`src/rtl/cache_pkg.sv`:
```
// cache_pkg: types and encodings shared by the cache arbiter and the
// direct-mapped cache controller.
//   - arb_state_e : arbiter FSM states
//   - grant_t     : which requester owns the downstream port
//   - CMD_WRITE / CMD_READ : encodings on the *_wr lines
package cache_pkg;

  // Request command encodings on the *_wr lines
  localparam logic CMD_WRITE = 1'b0;
  localparam logic CMD_READ  = 1'b1;

  // Arbiter FSM states
  typedef enum logic [1:0] {
    IDLE  = 2'd0,
    ISSUE = 2'd1,
    BUSY  = 2'd2
  } arb_state_e;

  // Grant index: 0 selects requester m0, 1 selects requester m1
  typedef logic grant_t;

  localparam grant_t GRANT_M0 = 1'b0;
  localparam grant_t GRANT_M1 = 1'b1;

  // The requester that did not receive grant g
  function automatic grant_t other_grant(input grant_t g);
    return (g == GRANT_M0) ? GRANT_M1 : GRANT_M0;
  endfunction

endpackage

```
`src/rtl/cache_arb_grant.sv`:
```
// cache_arb_grant: purely combinational 2-way selector.
// A lone requester always wins. When both request, prio_i names the winner.
// With a constant prio_i of GRANT_M0 this is fixed priority; with a rotating
// prio_i it becomes round-robin.
module cache_arb_grant
  import cache_pkg::*;
(
  input  logic [1:0] req_i,
  input  grant_t     prio_i,
  output logic       valid_o,
  output grant_t     grant_o
);

  // Pick the winning requester from the request vector and the tie-break hint
  always_comb begin
    valid_o = |req_i;
    grant_o = GRANT_M0;
    unique case (req_i)
      2'b01:   grant_o = GRANT_M0;
      2'b10:   grant_o = GRANT_M1;
      2'b11:   grant_o = prio_i;
      default: grant_o = GRANT_M0;
    endcase
  end

endmodule

```
`src/rtl/cache_arbiter.sv`:
```
// cache_arbiter: arbitrates two requesters (m0, m1) onto the single
// request/response port of the direct-mapped cache controller.
// Only one transaction is in flight at a time:
//   IDLE  -> accept a request and latch its fields
//   ISSUE -> present the request downstream until it is handshaken
//   BUSY  -> wait for the read data, or the write completion
// Optional build macro CACHE_ARB_ROUND_ROBIN_EN:
//   - defined   : ties alternate between the two requesters.
//   - undefined : fixed priority, m0 always wins a tie.
module cache_arbiter
  import cache_pkg::*;
#(
  parameter int Addresswidth = 25
) (
  input  logic                    clk,
  input  logic                    rstn,

  // Requester 0
  input  logic [Addresswidth-1:0] m0_addr,
  input  logic [31:0]             m0_data,
  input  logic                    m0_wr,
  input  logic                    m0_req_valid,
  output logic                    m0_req_ready,
  output logic [31:0]             m0_rsp_data,
  output logic                    m0_rsp_valid,

  // Requester 1
  input  logic [Addresswidth-1:0] m1_addr,
  input  logic [31:0]             m1_data,
  input  logic                    m1_wr,
  input  logic                    m1_req_valid,
  output logic                    m1_req_ready,
  output logic [31:0]             m1_rsp_data,
  output logic                    m1_rsp_valid,

  // Cache controller
  output logic [Addresswidth-1:0] c_addr,
  output logic [31:0]             c_data,
  output logic                    c_wr,
  output logic                    c_req_valid,
  input  logic                    c_req_ready,
  input  logic [31:0]             c_rsp_data,
  input  logic                    c_rsp_valid
);

  arb_state_e              state_q, state_d;
  logic [Addresswidth-1:0] addr_q, addr_d;
  logic [31:0]             data_q, data_d;
  logic                    wr_q, wr_d;
  grant_t                  grant_q, grant_d;

  logic [1:0]              req_vec;
  grant_t                  prio;
  logic                    sel_valid;
  grant_t                  sel;
  logic                    accept;
  logic                    rsp_fire;
  logic [31:0]             rsp_data;

  assign req_vec = {m1_req_valid, m0_req_valid};

  cache_arb_grant u_grant (
    .req_i   (req_vec),
    .prio_i  (prio),
    .valid_o (sel_valid),
    .grant_o (sel)
  );

`ifdef CACHE_ARB_ROUND_ROBIN_EN
  // prio_q names the requester that wins the next tie. It is reset to m0.
  // After each accepted request it moves to the requester that just lost.
  grant_t prio_q, prio_d;

  // Tie-break hint advances only when a request is actually accepted
  always_comb begin
    prio_d = prio_q;
    if (accept) begin
      prio_d = other_grant(sel);
    end
  end

  // Tie-break hint register
  always_ff @(posedge clk) begin
    if (!rstn) begin
      prio_q <= GRANT_M0;
    end else begin
      prio_q <= prio_d;
    end
  end

  assign prio = prio_q;
`else
  assign prio = GRANT_M0;
`endif

  // Next-state and handshake decode. While rstn is low, nothing is accepted
  // and no response is produced, so an in-flight transaction is dropped
  // silently.
  always_comb begin
    state_d  = state_q;
    addr_d   = addr_q;
    data_d   = data_q;
    wr_d     = wr_q;
    grant_d  = grant_q;
    accept   = 1'b0;
    rsp_fire = 1'b0;
    if (rstn) begin
      unique case (state_q)
        IDLE: begin
          if (sel_valid) begin
            accept  = 1'b1;
            grant_d = sel;
            addr_d  = (sel == GRANT_M1) ? m1_addr : m0_addr;
            data_d  = (sel == GRANT_M1) ? m1_data : m0_data;
            wr_d    = (sel == GRANT_M1) ? m1_wr   : m0_wr;
            state_d = ISSUE;
          end
        end
        ISSUE: begin
          if (c_req_ready) begin
            state_d = BUSY;
          end
        end
        BUSY: begin
          if (wr_q == CMD_READ) begin
            if (c_rsp_valid) begin
              rsp_fire = 1'b1;
              state_d  = IDLE;
            end
          end else if (c_req_ready) begin
            rsp_fire = 1'b1;
            state_d  = IDLE;
          end
        end
        default: state_d = IDLE;
      endcase
    end
  end

  // State and latched-request registers
  always_ff @(posedge clk) begin
    if (!rstn) begin
      state_q <= IDLE;
      addr_q  <= '0;
      data_q  <= '0;
      wr_q    <= 1'b0;
      grant_q <= GRANT_M0;
    end else begin
      state_q <= state_d;
      addr_q  <= addr_d;
      data_q  <= data_d;
      wr_q    <= wr_d;
      grant_q <= grant_d;
    end
  end

  // A read returns the controller data. A write completion carries zero.
  assign rsp_data = (wr_q == CMD_READ) ? c_rsp_data : 32'd0;

  assign m0_req_ready = accept && (sel == GRANT_M0);
  assign m1_req_ready = accept && (sel == GRANT_M1);

  assign m0_rsp_valid = rsp_fire && (grant_q == GRANT_M0);
  assign m1_rsp_valid = rsp_fire && (grant_q == GRANT_M1);
  assign m0_rsp_data  = m0_rsp_valid ? rsp_data : 32'd0;
  assign m1_rsp_data  = m1_rsp_valid ? rsp_data : 32'd0;

  assign c_req_valid  = (state_q == ISSUE);
  assign c_addr       = addr_q;
  assign c_data       = data_q;
  assign c_wr         = wr_q;

endmodule

```
`config.mk`:
```
export PLATFORM = sky130hd
export DESIGN_NAME = cache_arbiter
export DESIGN_NICKNAME = d
export VERILOG_FILES = /design/src/rtl/cache_pkg.sv /design/src/rtl/cache_arb_grant.sv /design/src/rtl/cache_arbiter.sv
export SDC_FILE = /design/constraint.sdc
export NUM_CORES = 1
export LEC_CHECK = 0
export ABC_AREA = 1
export CAP_MARGIN = 20
export CORE_AREA = 2 2 109 111
export CTS_CLUSTER_SIZE = 10
export DETAILED_ROUTE_END_ITERATION = 8
export DIE_AREA = 0 0 111 113
export MAX_ROUTING_LAYER = met4
export PLACE_DENSITY = 0.76
export SLEW_MARGIN = 10
export SYNTH_ARGS = -nofsm -noshare
export SYNTH_HDL_FRONTEND = slang
export SYNTH_SLANG_ARGS = --single-unit
```
`constraint.sdc`:
```
create_clock -name clk -period 1.5 [get_ports clk]
set_input_delay 0.3 -clock clk [delete_from_list [all_inputs] [get_ports clk]]
set_output_delay 0.3 -clock clk [all_outputs]
set_load 0.02 [all_outputs]
```
======== After elaboration in Yosys (flattened, before gate mapping) ========
Cells that the tools add are included.
storage, ports and cells
  word-level logic and storage cells ...... 43
  output and inout bits ................... 127
  register bits after elaboration ......... 61
  input bits .............................. 154
cells by class
  eq/ne operators ......................... 7
  reductions and logical operators ........ 8
  bitwise operators ....................... 2
  muxes and demuxes ....................... 21
operators with widths
  operator                                                                 number
  32-bit 2-to-1 mux                                                        4
  25-bit 2-to-1 mux                                                        1
  1-bit 2-to-1 mux                                                         10
  2-bit 2-to-1 mux                                                         5
  3-bit inequality test, second input constant                             2
  2-bit one-hot mux with 3 select lines                                    1
  2-bit equality test, second input constant                               2
  1-bit logical AND                                                        4
  4-bit AND reduction                                                      1
  2-bit by 1-bit equality test with 1-bit output, second input constant    1
  2-bit zero test                                                          1
  2-bit by 1-bit inequality test with 1-bit output, second input constant  1
  2-bit inequality test, second input constant                             1
  1-bit NOT                                                                2
  2-bit AND reduction                                                      1
  2-bit OR reduction                                                       1

======== Depth between registers and ports, before layout ========
  depth in word-level cells ............... 6
  gate-level depth with buffers ........... 8
  depth with buffers taken out ............ 7

======== Modules after synthesis ========
From an unflattened synthesis, not the netlist that was laid out.
unflattened totals
  cell total of the unflattened synthesis .. 652
  area total of the unflattened synthesis .. 3671.0 um^2
by module, submodules not included
  module           instances  area each (um^2)  cells an instance  seq. area each (um^2)
  cache_arbiter    1          3648.5            647                1221.2
  cache_arb_grant  1          22.5              5                  0.0

======== Worst setup path after synthesis ========
Ideal clock, no wire load.
  path kind ............................... reg2out
  from .................................... reg wr_q, in the netlist c_wr
  to ...................................... out m0_rsp_data[22]
  required time ........................... 1200 ps
  buffers on the path ..................... 2
  setup slack ............................. -203 ps
  arrival time ............................ 1403 ps
  stages on the path, launching flop included .. 7
  path through ............................ dfxtp_1 > buf_2 > o21ai_0 > inv_1 > nand3_2 > buf_6 > nor2_1
on the way
  cells in the longest elaborated chain, start to end .. 5
  elaborated cells between the ends (all ways) .. 6
  classes of those cells .................. 5 x mux; 1 x reduce/logical
ends and longest elaborated chain
  what                    RTL line              source
  start, declared         cache_arbiter.sv:49   logic wr_q, wr_d;
  start signal, assigned  cache_arbiter.sv:152  wr_q <= wr_d;
  1-bit 2-to-1 mux        cache_arbiter.sv:125  if (wr_q == CMD_READ) begin
  1-bit 2-to-1 mux        cache_arbiter.sv:108  unique case (state_q)
  1-bit 2-to-1 mux        cache_arbiter.sv:107  if (rstn) begin
  1-bit logical AND       cache_arbiter.sv:163  assign m0_rsp_valid = rsp_fire && (grant_q == GRANT_M0);
  32-bit 2-to-1 mux (*)   cache_arbiter.sv:165  assign m0_rsp_data = m0_rsp_valid ? rsp_data : 32'd0;
  end, declared           cache_arbiter.sv:24   output logic [31:0] m0_rsp_data,
Every way passes the cells marked *; elsewhere a longest branch is shown, timed or not.

======== Final worst setup path ========
  from .................................... reg state_q[0]
  to ...................................... out m0_rsp_data[28]
on the way
  cells in the longest elaborated chain, start to end .. 5
ends and longest elaborated chain
  what                    RTL line              source
  start, declared         cache_arbiter.sv:46   arb_state_e state_q, state_d;
  start signal, assigned  cache_arbiter.sv:149  state_q <= state_d;
  2-bit equality test     cache_arbiter.sv:108
  1-bit 2-to-1 mux        cache_arbiter.sv:108
  1-bit 2-to-1 mux        cache_arbiter.sv:107
  1-bit logical AND       cache_arbiter.sv:163
  32-bit 2-to-1 mux       cache_arbiter.sv:165
Every way passes these cells.

==> qor.txt <==
Synth Net Count -> 736
setup ws final -> -0.445 ns
crit path max-delay cell type -> dfxtp_2
Critical Path End Type -> output port
fin crit period -> 1.94 ns
RSZ-0062 raised after global routing -> yes
Clock Sinks -> 61
main combinational cell family by area after synthesis -> simple AND/OR/NAND/NOR gates
Startpoint Class -> flop
sequential share of the synthesized area -> 35.0%
Final Max Slew Viols -> 0
Cells after Synth -> 582
CTS root buf -> clkbuf_16
Cell Chain, Critical Path -> nor3_4, nand3_4, buf_6, buf_16, nor2_4, buf_6
crit-path max cell delay -> 0.33 ns
Comb pwr share -> 32.7%
# hold bufs at CTS -> 0
htree depth -> 3
outcome -> finished, violations left
XOR/XNOR share of the synthesized area -> 0%
grt ovf -> 0
Initial Util -> 30.9%
Final GP Congestion -> 0.871
Worst-path clk slew -> 0.05 ns
Clock Latency Late Sink -> 0.32 ns
Routed WL -> 15.5 mm
period utilisation layout -> 130%
1st-iter DRT viols -> 229
Die H -> 113 microns
syn_area_per_cell -> 5.99 sq um
dpl hpwl -> 10.6 mm
Placement Setup Slack -> -1.14 ns
Fill cells -> 910
synth unique cells -> 22
Ys Warns -> 0
via count -> 4862
Clock Path Buffers -> 2
Max FO, Critical Path -> 5
endpoints failing setup -> 74
slew margin rel. -> 64.4%
hold path startpoint -> c_req_ready
area share of and/or/nand/nor cells after synthesis -> 50.4%
vias in the first global route -> 4643
wire per inst -> 15.1 microns
initial antenna violation count -> 2
Power Density -> 714 nW/um^2
switching power -> 1.72 mW
CTS buffer count -> 9
Port Buffers -> 280
CP Data Arrival Time -> 1.64 ns
largest net degree at the start of global routing -> 60
Max Cap Viol -> 0
Pre-antenna DRT Iters -> 5
Adder-Cell Fraction of Synth Area -> 0%
Die X -> 111 microns
layout cells sized above 1 -> 25.9%
failing checks -> negative setup slack
compound-gate portion of the synthesized area -> 5.27%
crit path kind -> reg2out
final hold slack -> 0.423 ns
mapped cell area -> 3490 sq um
Final Skew -> 0.00469 ns
crit path launch -> state_q[0]
core area -> 11300 sq um
Die Area -> 12500 sq um
mux cell area share after synthesis -> 0%
CTS tree -> yes
Leak -> 3.53 nW
Area Growth Syn to Fin -> 124%
final hold violations -> 0
# DRC -> 0
Site Rows -> 39
Power Internal -> 3.86 mW
Worst EP required -> 1.20 ns
Crit path top cell by count -> buf_6
first-pass GRT wire length -> 23.5 mm
Flop pwr share -> 33.2%
GRT Util Overall -> 23.7%
Max Fclk -> 514 MHz
reg2reg start -> state_q[1]
vias per cell -> 4.73
Top Ports -> 281
Nets -> 1032
switching part of the total -> 30.9%
remaining antenna violation count -> 0
Hold Crit Class -> in2reg
Worst Max-Slew Pin Slew -> 0.534 ns
Yosys reg bits -> 61
worst IR drop on VDD -> 0.557 mV
Clock Power Share -> 34.1%
[layer usage]
layer	GRT usage [%]	share of wire, %
met1	25.2	38
met5	-	0
met4	8.75	1.8
met3	4.39	5.7
met2	43.9	54
[state kept, by name, indices dropped and copies added, names as in the netlist]
signal   count
c_data      32
c_addr      25
state_q      2
c_wr         1
grant_q      1
[cells in the mapped netlist (all sizes together)]
cell | number | area share [%]
dfxtp | 61 | 35
inv | 13 | 1.5
o21ai | 2 | 0.39
nor2 | 70 | 8.8
nor3 | 2 | 0.61
a21oi | 34 | 4.9
clkbuf | 9 | 0.97
nand3 | 61 | 9.0
nand2 | 297 | 32
buf | 33 | 6.8
[area by class of cell]
type,instances,area [sq um],area share [%]
multi-input combinational,468,2520,32.3
tap,143,179,2.29
sequential,61,1230,15.7
inverter,13,63.8,0.817
clock inverter,4,22.5,0.288
timing repair buffer,325,3530,45.2
antenna,2,5.00,0.0641
clock buffer,12,256,3.28
[kinds of logic (layout without fill, tap and decap cells)]
logic type             after synthesis  in the layout
other                                0              2
DFF                                 61             61
AOI/OAI and AO/OA                   36             36
and+or+nand+nor                    430            432
buffers and inverters               55            354
[cell usage in the layout, fill, tap and decap left out, drive strengths merged]
| cell type | count |
|---|---|
| a21oi | 34 |
| buf | 110 |
| clkbuf | 16 |
| clkdlybuf4s15 | 1 |
| clkdlybuf4s50 | 148 |
| clkinv | 4 |
| clkinvlp | 1 |
| dfxtp | 61 |
| diode | 2 |
| dlygate4sd2 | 61 |
| dlymetal6s2s | 1 |
| inv | 12 |
| nand2 | 297 |
| nand3 | 61 |
| nor2 | 72 |
| nor3 | 2 |
| o21ai | 2 |
[per-stage QoR]
stage                     TNS, ns  cells  instance area (sq um)  utilization (%)  power [mW]
after floorplan           -0.0649    582                   3980                -        2.70
after global placement     -98.05    985                   6870             60.9        3.51
after detailed placement  -102.14    985                   6870             60.9        3.54
after CTS                  -27.39   1015                   7580             67.2        5.42
after global routing       -31.12   1028                   7810             69.3        5.85
final                      -24.13   1028                   7810             69.3        5.58
[critical path, delay by kind of cell (launching register included)]
kind | cells | cell delay, ns
flops | 1 | 0.33
simple gates | 3 | 0.55
buf+inv | 3 | 0.44
[power groups by stage]
stage	clock (mW)	sequential, mW	combinational, mW
after floorplan	0	2.05	0.643
after CTS	1.95	1.85	1.61
after global placement	0	1.87	1.64
after detailed placement	0	1.88	1.65
final	1.90	1.85	1.82
after global routing	2.03	1.87	1.96
[worst paths after layout]
path	end	slack (ns)	cells after the start
worst max-delay path	m0_rsp_data[28]	-0.44	6
worst min register to register	c_addr[7]	0.45	2
worst min-delay path	state_q[0]	0.42	5
worst max register to register	c_addr[16]	-0.02	10
[repair_timing]
item                                   4_1_cts  5_1_grt
setup endpoints to repair                  186      109
gates resized for setup                    510       19
endpoints found under the hold margin        0        0
setup buffers                                6        8
pin swaps                                    3       12
gates cloned                                 8        7
Power figures use the tool's default switching activity.
